[src/rtl/irq_request_latch.sv]
// Request-capture stage ahead of an external 8-to-3 priority encoder.
// Latches request lines into a pending register and presents them one at a time on a valid/ack handshake.
module irq_request_latch #(
  parameter bit EDGE_MODE = 1'b1,
  localparam int unsigned N_LINES = 8,
  localparam int unsigned IDX_W   = 3
) (
  input  logic               clk,
  input  logic               rst,
  input  logic [N_LINES-1:0] req_in,
  input  logic [N_LINES-1:0] mask_in,
  output logic [N_LINES-1:0] pend_out,
  input  logic [IDX_W-1:0]   enc_idx,
  output logic               irq_valid,
  output logic [IDX_W-1:0]   irq_id,
  input  logic               irq_ack,
  output logic [N_LINES-1:0] ovf_flag,
  input  logic               ovf_clr
);

  typedef enum logic {
    IDLE    = 1'b0,
    PRESENT = 1'b1
  } state_t;

  state_t               state_q, state_d;
  logic [N_LINES-1:0]   pend_raw_q, pend_raw_d;
  logic [N_LINES-1:0]   req_d_q, req_d_d;
  logic [N_LINES-1:0]   ovf_flag_q, ovf_flag_d;
  logic [IDX_W-1:0]     irq_id_q, irq_id_d;
  logic                 irq_valid_q, irq_valid_d;

  logic [N_LINES-1:0]   set_vec;
  logic [N_LINES-1:0]   clr_vec;
  logic [N_LINES-1:0]   ovf_set;
  logic                 ack_accept;

  // Pending capture and overflow tracking; a new set on a bit wins over its clear.
  always_comb begin
    set_vec    = EDGE_MODE ? (req_in & ~req_d_q) : req_in;
    ack_accept = (state_q == PRESENT) && irq_ack;
    clr_vec    = ack_accept ? (N_LINES'(1) << irq_id_q) : '0;
    pend_raw_d = (pend_raw_q & ~clr_vec) | set_vec;
    req_d_d    = req_in;
    ovf_set    = EDGE_MODE ? (set_vec & pend_raw_q & ~clr_vec) : '0;
    ovf_flag_d = (ovf_clr ? '0 : ovf_flag_q) | ovf_set;
  end

  // Presentation FSM: the index is frozen for the whole grant, whatever the encoder does meanwhile.
  always_comb begin
    state_d     = state_q;
    irq_id_d    = irq_id_q;
    irq_valid_d = irq_valid_q;
    unique case (state_q)
      IDLE: begin
        if (pend_out != '0) begin
          irq_id_d    = enc_idx;
          irq_valid_d = 1'b1;
          state_d     = PRESENT;
        end
      end
      PRESENT: begin
        if (irq_ack) begin
          irq_valid_d = 1'b0;
          state_d     = IDLE;
        end
      end
      default: begin
        irq_valid_d = 1'b0;
        state_d     = IDLE;
      end
    endcase
  end

  // req_d resets to all-ones so lines already high at reset release do not count as edges.
  always_ff @(posedge clk) begin
    if (rst) begin
      state_q     <= IDLE;
      pend_raw_q  <= '0;
      req_d_q     <= '1;
      ovf_flag_q  <= '0;
      irq_id_q    <= '0;
      irq_valid_q <= 1'b0;
    end else begin
      state_q     <= state_d;
      pend_raw_q  <= pend_raw_d;
      req_d_q     <= req_d_d;
      ovf_flag_q  <= ovf_flag_d;
      irq_id_q    <= irq_id_d;
      irq_valid_q <= irq_valid_d;
    end
  end

  assign pend_out  = pend_raw_q & mask_in;
  assign irq_valid = irq_valid_q;
  assign irq_id    = irq_id_q;
  assign ovf_flag  = ovf_flag_q;

endmodule

[config.mk]
export PLATFORM = sky130hd
export DESIGN_NAME = irq_request_latch
export DESIGN_NICKNAME = d
export VERILOG_FILES = /design/src/rtl/irq_request_latch.sv
export SDC_FILE = /design/constraint.sdc
export NUM_CORES = 1
export LEC_CHECK = 0
export ABC_AREA = 1
export CORE_MARGIN = 2
export CORE_UTILIZATION = 46
export DETAILED_ROUTE_END_ITERATION = 10
export HOLD_SLACK_MARGIN = 0.15
export PLACE_DENSITY = 0.83
export SYNTH_ARGS = -nofsm -noshare
export SYNTH_HDL_FRONTEND = slang
export SYNTH_SLANG_ARGS = --single-unit
[constraint.sdc]
create_clock -name clk -period 2.2 [get_ports clk]
set_clock_uncertainty 0.15 [all_clocks]
set_input_delay 0.33 -clock clk [delete_from_list [all_inputs] [get_ports clk]]
set_output_delay 0.33 -clock clk [all_outputs]
set_load 0.05 [all_outputs]
==> tab_implementation.tex, run 1 <==
\begin{tabular}{lr}
\hline
Metric & Value \\
\hline
\multicolumn{2}{l}{\textbf{Final layout}} \\
\quad Fraction of the core area covered by cells at the end of the flow & 0.722 \\
\quad Layout cell share with drive strength beyond 1 & 0.134 \\
\quad Final std cell area, no fill & 1760 um2 \\
\quad Fill cell count & 193 \\
\quad Synth-to-layout area growth & 51.8\% \\
\quad Final \#Nets & 232 \\
\quad Number of diodes added for antenna fixing & 0 \\
\quad Post-layout instance count excluding filler cells & 239 \\
\multicolumn{2}{l}{\textbf{Yosys}} \\
\quad Distinct cell type count after synthesis & 13 \\
\quad Number of instances in the synthesized netlist & 160 \\
\quad Number of synthesized register bits & 29 \\
\quad Cell with the most instances after synthesis & sky130\_fd\_sc\_hd\_\_nand2\_1 \\
\quad Cell types occupying the most area after synthesis & sky130\_fd\_sc\_hd\_\_dfxtp\_1, sky130\_fd\_sc\_hd\_\_nand2\_1, sky130\_fd\_sc\_hd\_\_inv\_1, sky130\_fd\_sc\_hd\_\_a21oi\_1, sky130\_fd\_sc\_hd\_\_nand4\_1 \\
\quad Net count after synthesis & 183 \\
\quad Cell accounting for the most synthesized area & sky130\_fd\_sc\_hd\_\_dfxtp\_1 \\
\quad Cell area after synthesis & 1160 um2 \\
\quad Top post-synthesis cells by count & sky130\_fd\_sc\_hd\_\_nand2\_1, sky130\_fd\_sc\_hd\_\_dfxtp\_1, sky130\_fd\_sc\_hd\_\_inv\_1, sky130\_fd\_sc\_hd\_\_a21oi\_1, sky130\_fd\_sc\_hd\_\_nor2\_1 \\
\quad Sequential-to-total area share from yosys stat & 0.502 \\
\quad Count of flip-flops with a built-in enable after synthesis & 0 \\
\quad Average cell area after synthesis & 7.23 um2 \\
\quad Top-area cell type share of the netlist area & 0.502 \\
\quad Post-synthesis async set-or-reset flop share & 0 \\
\quad Yosys warning total & 0 \\
\quad Primary flip-flop cell chosen by synthesis mapping & sky130\_fd\_sc\_hd\_\_dfxtp\_1 \\
\multicolumn{2}{l}{\textbf{Pwr}} \\
\quad Portion of total power attributed to the clock network & 0.277 \\
\quad Part of the total power dissipated in sequential elements & 0.502 \\
\quad Internal power consumption & 815 uW \\
\quad Reported net switching power & 337 uW \\
\quad Power density cells & 656 nW/um2 \\
\quad Total power & 1.15 mW \\
\quad Net Sw Frac & 0.292 \\
\quad Largest vdd supply drop & 0.528 mV \\
\quad Combinational Power Share & 0.221 \\
\quad Leakage Power & 0.825 nW \\
\multicolumn{2}{l}{\textbf{Setup path}} \\
\quad Maximum cell stage delay along the critical path & 840 ps \\
\quad Arrival time at the worst endpoint & 1580 ps \\
\quad Required time worst endpoint & 1720 ps \\
\quad Critical path start-end classification & register to output port \\
\quad Top cell family by delay on the critical path & buffers and inverters \\
\quad Critical path cell sequence & clkdlybuf4s50\_1 \\
\quad Kind of capture point of the worst setup path & output port \\
\quad Startpoint class of the critical path & register \\
\quad Crit path max-delay cell type & sky130\_fd\_sc\_hd\_\_clkdlybuf4s50\_1 \\
\quad Worst Path Max Fanout & 6 \\
\quad Number of buffer and inverter stages on the critical path & 1 \\
\multicolumn{2}{l}{\textbf{Hold path}} \\
\quad Worst hold-check path type & register to register \\
\multicolumn{2}{l}{\textbf{Die}} \\
\quad Die span in x & 54.1 um \\
\quad Ports & 43 \\
\quad Overall die area & 2930 um2 \\
\quad Total number of placement rows & 18 \\
\quad Std-Cell Core Area & 2430 um2 \\
\quad Initial core utilization & 0.475 \\
\quad Die Y & 54.1 um \\
\multicolumn{2}{l}{\textbf{Clocking}} \\
\quad Source-to-sink clock delay at the later pin of the worst-skew pair & 330 ps \\
\quad Clock root buffer & sky130\_fd\_sc\_hd\_\_clkbuf\_4 \\
\quad Buffers inserted by post-CTS timing repair & 0 \\
\quad Clock transition at the register clock pins on the worst setup and hold paths after CTS & 80 ps \\
\quad \# clock sinks & 29 \\
\quad CTS tree & done \\
\quad H-tree Lvls & 2 \\
\quad Maximum clock path buffer count & 2 \\
\quad Number of buffers inserted for hold repair after clock tree synthesis & 0 \\
\quad Resized Gates After CTS & 0 \\
\quad Number of buffers added by the clock tree synthesis step & 5 \\
\multicolumn{2}{l}{\textbf{Global routing}} \\
\quad Antenna violations before repair & 0 \\
\quad Global-route usage over all layers & 0.225 \\
\quad Global-route wire length before repair & 4550 um \\
\quad Pin count of the biggest net entering global routing & 14 \\
\quad Number of global-route vias before repair & 1,076 \\
\quad Remaining global-route overflow & 0 \\
\multicolumn{2}{l}{\textbf{STA}} \\
\quad Worst hold-check slack & 324 ps \\
\quad Achievable Freq & 485 MHz \\
\quad RSZ-0062 raised after global routing & no \\
\quad Max-Slew Margin vs Limit & 0.665 \\
\quad Final Hold Fails & 0 \\
\quad Final worst-path setup slack & 139 ps \\
\quad Final setup vio count & 0 \\
\quad Max-slew violations & 0 \\
\quad Slew at the pin closest to its max-slew limit & 501 ps \\
\quad Fin crit share & 0.937 \\
\quad Final period demand of the worst path & 2060 ps \\
\quad Total Negative Setup Slacks & 0 ps \\
\multicolumn{2}{l}{\textbf{Run}} \\
\quad Reported max-cap violation count & 0 \\
\multicolumn{2}{l}{\textbf{Drt}} \\
\quad Remaining routing DRC violations & 0 \\
\quad Length of the first detailed-routing pass in iterations & 4 \\
\quad Post-detailed-route wirelength per cell & 11.8 um \\
\quad Antenna Nets Post-Route & 0 \\
\quad Avg Vias per Cell & 4.89 \\
\quad Wire length reported by the detailed router & 2810 um \\
\quad Detailed-route via count & 1,168 \\
\quad DR iter-0 viols & 29 \\
\multicolumn{2}{l}{\textbf{Place}} \\
\quad Number of input and output port buffers inserted & 42 \\
\quad Sum of net half-perimeters after detailed placement & 2150 um \\
\quad Dpl cells & 232 \\
\quad Worst slack at placement & 492 ps \\
\quad Dpl cell area & 1700 um2 \\
\quad Last weighted congestion value of the routability-driven placer & 0.701 \\
\multicolumn{2}{l}{\textbf{Run status}} \\
\quad Outcome & finished clean \\
\hline
\end{tabular}
## path summary, 6_finish.rpt
path	startpoint	to	slack (ps)	depth (start not counted)
min	ovf_flag[3]$_SDFF_PP0_	ovf_flag[3]$_SDFF_PP0_	320	2
max reg2reg	state_q$_SDFF_PP0_	ovf_flag[1]$_SDFF_PP0_	990	5
min reg2reg	ovf_flag[3]$_SDFF_PP0_	ovf_flag[3]$_SDFF_PP0_	320	2
max	irq_id[1]$_SDFFE_PP0P_	irq_id[1]	140	1
## cell families after synthesis
| logic type | share of synthesized area |
|---|---|
| AOI/OAI and AO/OA | 0.0931 |
| buffers and inverters | 0.0952 |
| DFF | 0.502 |
| and+or+nand+nor | 0.310 |
## metal layers
layer / GRT usage / vias to the layer above / routed length (um)
met2: 0.382 / 31 / 1430
met4: 0.100 / 0 / 68
met1: 0.244 / 535 / 1150
met5: 0 / - / 0
li1: - / 594 / -
met3: 0.0889 / 8 / 156
## cell usage in the layout, fill, tap and decap left out
master                             n
sky130_fd_sc_hd__dfxtp_1          29
sky130_fd_sc_hd__inv_1            27
sky130_fd_sc_hd__buf_4             2
sky130_fd_sc_hd__clkbuf_4          5
sky130_fd_sc_hd__buf_12            8
sky130_fd_sc_hd__clkbuf_1          1
sky130_fd_sc_hd__clkdlybuf4s50_1  34
sky130_fd_sc_hd__o21bai_1          1
sky130_fd_sc_hd__a21oi_1          20
sky130_fd_sc_hd__nand2_2           2
sky130_fd_sc_hd__nand2_1          49
sky130_fd_sc_hd__nand3_1           3
sky130_fd_sc_hd__nand4_1           8
sky130_fd_sc_hd__nor2_2            2
sky130_fd_sc_hd__or2_2             8
sky130_fd_sc_hd__nor2_1            9
sky130_fd_sc_hd__clkbuf_8          1
## power groups by stage
stage          Combinational, mW  Clock [mW]  Sequential (mW)
4_1_cts                    0.256       0.331            0.578
2_1_floorplan              0.100           0            0.630
3_5_place_dp               0.254           0            0.590
3_3_place_gp               0.247           0            0.588
6_report                   0.255       0.319            0.578
5_1_grt                    0.275       0.356            0.583
## area by class of cell
class / count / area [um2] / area share
clock buffers: 7 / 55.1 / 0.0314
inverters: 27 / 101 / 0.0577
multi-input cells: 102 / 465 / 0.265
repair buffers: 44 / 515 / 0.294
well taps: 30 / 37.5 / 0.0214
flip-flops and latches: 29 / 581 / 0.331
## registers in the layout, indices dropped and copies added (netlist names)
signal,flops
irq_id,3
irq_valid,1
ovf_flag,8
pend_raw_q,8
req_d_q,8
state_q,1
No activity file was read; power rests on OpenSTA's default activity.
==> run 2: changes to the inputs <==
SLEW_MARGIN = 20   (was unset)
==> results of run 2 <==
Same layout as run 1: the final DEF is identical, and so are final timing and power.
==> run 3: changes to the inputs <==
SKIP_LAST_GASP = 1   (was unset)
==> results of run 3 <==
Same layout as run 1: the final DEF is identical, and so are final timing and power.
